**src/rtl/wb_uart_tracer.sv**
```systemverilog
// Register write-back tracer: buffers {rd, data} events in a small FIFO and
// streams each one as a 6-byte 8N1 UART frame (A5, rd, data MSB..LSB) on usb_tx.
module wb_uart_tracer #(
    parameter int CLKS_PER_BIT = 868,
    parameter int FIFO_DEPTH   = 8
) (
    input  logic        clk,
    input  logic        rst_n,
    input  logic        wb_valid,
    input  logic [4:0]  wb_rd,
    input  logic [31:0] wb_data,
    output logic        usb_tx,
    output logic        busy,
    output logic        fifo_full,
    output logic [7:0]  drop_count
);

    // state | meaning
    // IDLE  | line high, waiting for a queued event
    // START | start bit (0) of the current byte
    // DATA  | eight data bits, LSB first
    // STOP  | stop bit (1); chains into the next byte or returns to IDLE
    typedef enum logic [1:0] {IDLE, START, DATA, STOP} state_t;

    localparam int AW = $clog2(FIFO_DEPTH);
    localparam int CW = $clog2(CLKS_PER_BIT);
    localparam logic [CW-1:0] BAUD_RELOAD = CW'(CLKS_PER_BIT - 1);

    state_t          state, state_next;
    logic [36:0]     mem [FIFO_DEPTH];
    logic [AW:0]     wr_ptr, rd_ptr;
    logic            empty, pop, push;
    logic [36:0]     frame;
    logic [7:0]      shift;
    logic [CW-1:0]   baud_cnt;
    logic [2:0]      bit_idx, byte_idx;
    logic            baud_done, tx_next;

    assign empty     = (wr_ptr == rd_ptr);
    assign fifo_full = (wr_ptr[AW] != rd_ptr[AW]) && (wr_ptr[AW-1:0] == rd_ptr[AW-1:0]);
    assign pop       = (state == IDLE) && !empty;
    // A pop in the same cycle frees a slot, so a full FIFO can still accept.
    assign push      = wb_valid && (!fifo_full || pop);
    assign busy      = (state != IDLE) || !empty;
    assign baud_done = (baud_cnt == '0);

    function automatic logic [7:0] frame_byte(input logic [36:0] f, input logic [2:0] idx);
        case (idx)
            3'd1:    frame_byte = {3'b000, f[36:32]};
            3'd2:    frame_byte = f[31:24];
            3'd3:    frame_byte = f[23:16];
            3'd4:    frame_byte = f[15:8];
            3'd5:    frame_byte = f[7:0];
            default: frame_byte = 8'hA5;
        endcase
    endfunction

    always_ff @(posedge clk) begin
        if (push) mem[wr_ptr[AW-1:0]] <= {wb_rd, wb_data};
    end

    always_ff @(posedge clk or negedge rst_n) begin
        if (!rst_n) begin
            wr_ptr     <= '0;
            rd_ptr     <= '0;
            drop_count <= 8'd0;
        end else begin
            if (push) wr_ptr <= wr_ptr + 1'b1;
            if (pop)  rd_ptr <= rd_ptr + 1'b1;
            if (wb_valid && !push && drop_count != 8'hFF) drop_count <= drop_count + 8'd1;
        end
    end

    always_ff @(posedge clk or negedge rst_n) begin
        if (!rst_n) state <= IDLE;
        else        state <= state_next;
    end

    always_comb begin
        state_next = state;
        tx_next    = 1'b1;
        case (state)
            IDLE: begin
                if (!empty) state_next = START;
            end
            START: begin
                tx_next = 1'b0;
                if (baud_done) state_next = DATA;
            end
            DATA: begin
                tx_next = shift[0];
                if (baud_done && bit_idx == 3'd7) state_next = STOP;
            end
            STOP: begin
                if (baud_done) state_next = (byte_idx == 3'd5) ? IDLE : START;
            end
            default: state_next = IDLE;
        endcase
    end

    // The line is registered from the decoded level, so it trails the state by one cycle.
    always_ff @(posedge clk or negedge rst_n) begin
        if (!rst_n) begin
            usb_tx   <= 1'b1;
            frame    <= '0;
            shift    <= 8'd0;
            baud_cnt <= '0;
            bit_idx  <= 3'd0;
            byte_idx <= 3'd0;
        end else begin
            usb_tx <= tx_next;
            case (state)
                IDLE: begin
                    if (pop) begin
                        frame    <= mem[rd_ptr[AW-1:0]];
                        byte_idx <= 3'd0;
                        shift    <= 8'hA5;
                        baud_cnt <= BAUD_RELOAD;
                    end
                end
                START: begin
                    if (baud_done) begin
                        baud_cnt <= BAUD_RELOAD;
                        bit_idx  <= 3'd0;
                    end else begin
                        baud_cnt <= baud_cnt - 1'b1;
                    end
                end
                DATA: begin
                    if (baud_done) begin
                        baud_cnt <= BAUD_RELOAD;
                        shift    <= {1'b0, shift[7:1]};
                        bit_idx  <= bit_idx + 3'd1;
                    end else begin
                        baud_cnt <= baud_cnt - 1'b1;
                    end
                end
                STOP: begin
                    if (baud_done) begin
                        baud_cnt <= BAUD_RELOAD;
                        if (byte_idx != 3'd5) begin
                            byte_idx <= byte_idx + 3'd1;
                            shift    <= frame_byte(frame, byte_idx + 3'd1);
                        end
                    end else begin
                        baud_cnt <= baud_cnt - 1'b1;
                    end
                end
                default: ;
            endcase
        end
    end

endmodule

```
**config.mk**
```make
export PLATFORM = sky130hd
export DESIGN_NAME = wb_uart_tracer
export DESIGN_NICKNAME = d
export VERILOG_FILES = /design/src/rtl/wb_uart_tracer.sv
export SDC_FILE = /design/constraint.sdc
export NUM_CORES = 1
export LEC_CHECK = 0
export CELL_PAD_IN_SITES_DETAIL_PLACEMENT = 0
export CELL_PAD_IN_SITES_GLOBAL_PLACEMENT = 1
export CORE_UTILIZATION = 52
export CTS_BUF_LIST = sky130_fd_sc_hd__clkbuf_4 sky130_fd_sc_hd__clkbuf_8 sky130_fd_sc_hd__clkbuf_16
export DETAILED_ROUTE_END_ITERATION = 16
export PLACE_DENSITY_LB_ADDON = 0.1
export SLEW_MARGIN = 5
export SYNTH_ARGS = -nofsm -noshare
export SYNTH_HDL_FRONTEND = slang
export SYNTH_SLANG_ARGS = --single-unit
```
**constraint.sdc**
```tcl
create_clock -name clk -period 15.5 [get_ports clk]
set_clock_uncertainty 0.1 [all_clocks]
set_input_delay 2.325 -clock clk [delete_from_list [all_inputs] [get_ports clk]]
set_output_delay 2.325 -clock clk [all_outputs]
set_load 0.02 [all_outputs]
```
==> qor.yml <==
hold_end: "frame[20]"
grt_first_pass_wirelength_um: 46000
critPathMaxStageDelay_ns: 0.83
power.density_mw_per_mm2: 189
num_vias: 7573
worstReg2RegStart: "rd_ptr[0]"
hold-path-cell-count: 2
vdd_drop_max_v: 0.0000909
rsz0062_at_grt: "false"
crit_path_end_kind: "output port"
post_route_cells_drive_above_1_share_pct: 20.5
numCtsBuffers: 40
async_flop_share_pct: 21.3
yosys.area.top_type: "edfxtp_1"
overflow: 0
cp.buffers_inverters: 2
r2r_cells: 6
design.die.area_mm2: 0.0296
fin_crit_sh_pct: 36.6
yosys_warnings: 0
path_clk_slew_ns: 0.06
drtIter0Drc: 752
fin_crit_ns: 5.67
cts_setup_buffers: 0
drv_cap: 0
die_w_um: 172
cellLeakagePower_nw: 6.06
rrSetupSlack_ns: 12.21
synth_ff_type: "edfxtp_1"
setup_viol: 0
syn_inst: 831
hold_viol: 0
numPortBuffers: 50
routabilityCongestion: 0.820
antenna_found_initial: 0
worstPathCellList: "xor2_1, nor4b_2, and2_1, inv_2, clkdlybuf4s50_1"
reg2reg_to: "mem[6][7]"
clock_latency_ns: 0.53
drc: 0
hpwl_um: 16300
drtPass1Iterations: 5
crit_arrival_ns: 3.24
synth_cell_types: 58
wl_um: 28900
post_cts_resized: 0
synthTopCellsByArea: "edfxtp_1 (59%), dfrtp_1 (13%), mux4_2 (11%), mux2i_1 (2.5%), o21ai_0 (1.8%)"
cts_tree: "done"
ys_seq_area_share_pct: 72.4
holdBufCountCts: 0
clock_sinks: 376
synth-edff-count: 296
die_y_um: 172
clock-root-buffer: "clkbuf_16"
max_freq_mhz: 176
synth_top_area_share_pct: 59.1
crit_fanout: 29
grt_pass1_vias: 7905
boundaryPins: 51
ant_nets: 0
htreeDepth: 2
tightest_slew_ns: 1.01
max-slew-margin-rel_pct: 32.6
wire_per_inst_um: 22.2
maxSlewViolCount: 0
core_mm2: 0.0281
status: "finished, final reports clean"
setup_tns_ns: 0
layout.nets: 946
antenna_cells: 0
required_ns: 13.07
min_from: "frame[20]"
grt_max_degree: 81
syn-cell-area_mm2: 0.0150
hp-class: "register to register"
initial_utilization_pct: 53.6
cp_slowest_cell: "dfrtp_4"
synth-seq-cells: 376
avgSynthCellArea_um2: 18.1
rows: 61
layout.cells.non_filler: 1299
dp_cells: 1225
area_delta_synth_final_pct: 14.8
viasPerCell: 5.83
cp-start-kind: "register"
worst_path_dominant_cell_family: "buffers and inverters"
syn-num-nets: 888
grtUsageTotal_pct: 21.1
fillers: 2062
path_class: "register to output port"
clk_path_buf_depth: 3
## sequential cells by signal, indices dropped and copies added, names as in the netlist
signal and flops:
mem 296, frame 37, baud_cnt 10, drop_count 8, shift 8, rd_ptr 4, wr_ptr 4, bit_idx 3
byte_idx 3, state 2, usb_tx 1
## worst reg2reg max path, stage by stage (launching register included)
cell and delay [ns]:
dfrtp_4 0.83, xor2_1 0.39, nor4_4 0.10, a21boi_0 0.48
nand2_1 0.24, nor3b_2 0.21, buf_4 0.53
## cell usage after synthesis (2+ instances only)
cell      number
a211oi_1       2
a21o_1         3
a21oi_1       19
a221o_1        4
a221oi_1       6
a222oi_1       5
a22oi_1        9
a31oi_1        8
a32o_1         2
and2_1         4
buf_2         21
buf_4          2
clkbuf_1      22
dfrtp_1       79
edfxtp_1     296
ha_1          17
inv_1         12
mux2_2         6
mux2i_1       37
mux4_2        74
nand2_1       60
nand2b_1       2
nand3_1        7
nand4_1        2
nor2_1        16
nor3_1        11
nor3b_1        2
nor4_1         2
nor4_4         2
o21ai_0       53
o31ai_1        3
xnor2_1        7
xor2_1        11
## area by class of cell
cell class,count,area [µm²],area share (%)
flip-flops and latches,376,10900,63.1
repair buffers,63,596,3.45
multi-input cells,395,3920,22.7
well taps,378,473,2.74
inverters,13,48.8,0.283
clock buffers,54,1140,6.62
clock inverters,20,183,1.06
## layout by cell type (no fill, tap or decap), types with 9 or more instances in the layout
| cell type | Yosys | routed |
|---|---|---|
| ha_1 | 17 | 17 |
| clkbuf_4 | 0 | 10 |
| nand2_1 | 60 | 60 |
| xor2_1 | 11 | 11 |
| clkbuf_16 | 0 | 41 |
| mux2i_1 | 37 | 37 |
| a22oi_1 | 9 | 9 |
| nor2_1 | 16 | 16 |
| edfxtp_1 | 296 | 296 |
| dfrtp_1 | 79 | 76 |
| mux4_2 | 74 | 74 |
| a21oi_1 | 19 | 19 |
| inv_1 | 12 | 12 |
| clkinv_2 | 0 | 9 |
| o21ai_0 | 53 | 53 |
| clkdlybuf4s50_1 | 0 | 49 |
| buf_4 | 2 | 14 |
## power by group
group,internal (mW),switching [mW],leakage [nW]
Sequential,1.31,0.136,3.67
Clock,0.569,0.373,0.666
Combinational,0.395,0.488,1.72
## cell families (layout without fill, tap and decap cells)
logic type,count (synthesis),after routing,synth area share (%)
compound gates,124,124,5.39
xor+xnor,18,18,1.05
fa+ha+maj,17,17,1.41
buf+inv,60,150,1.77
flops,376,376,72.4
mux,118,118,14.1
simple gates,118,118,3.90
## how the worst max path moves through the flow
stage | cells past startpoint | startpoint | to | slack, ns
global placement | 5 | rd_ptr[0] | busy | 10.37
detailed placement | 5 | rd_ptr[0] | busy | 10.34
finish | 5 | rd_ptr[0] | busy | 9.83
CTS | 5 | rd_ptr[0] | busy | 9.74
global route | 5 | rd_ptr[0] | busy | 9.59
floorplan | 2 | wb_valid | mem[4][0] | 8.39
## stage by stage
stage                     power (mW)  worst slack, ns  hold WS [ns]  utilization [%]  area [µm²]
after floorplan                 2.10             8.39         0.347                -       15000
after global placement          2.34            10.37         0.371             56.7       15900
after detailed placement        2.37            10.34         0.378             56.7       15900
after CTS                       3.32             9.74         0.391             61.5       17300
after global routing            3.45             9.59         0.408             61.5       17300
final                           3.27             9.83         0.390             61.5       17300
## per-layer routing
layer | share of wire, % | GRT usage (%)
met1 | 44 | 29.2
met2 | 51 | 35.3
met3 | 3.6 | 2.91
met4 | 2.0 | 5.81
met5 | 0 | 0
Note: power is estimated with default switching activity, not from simulation.
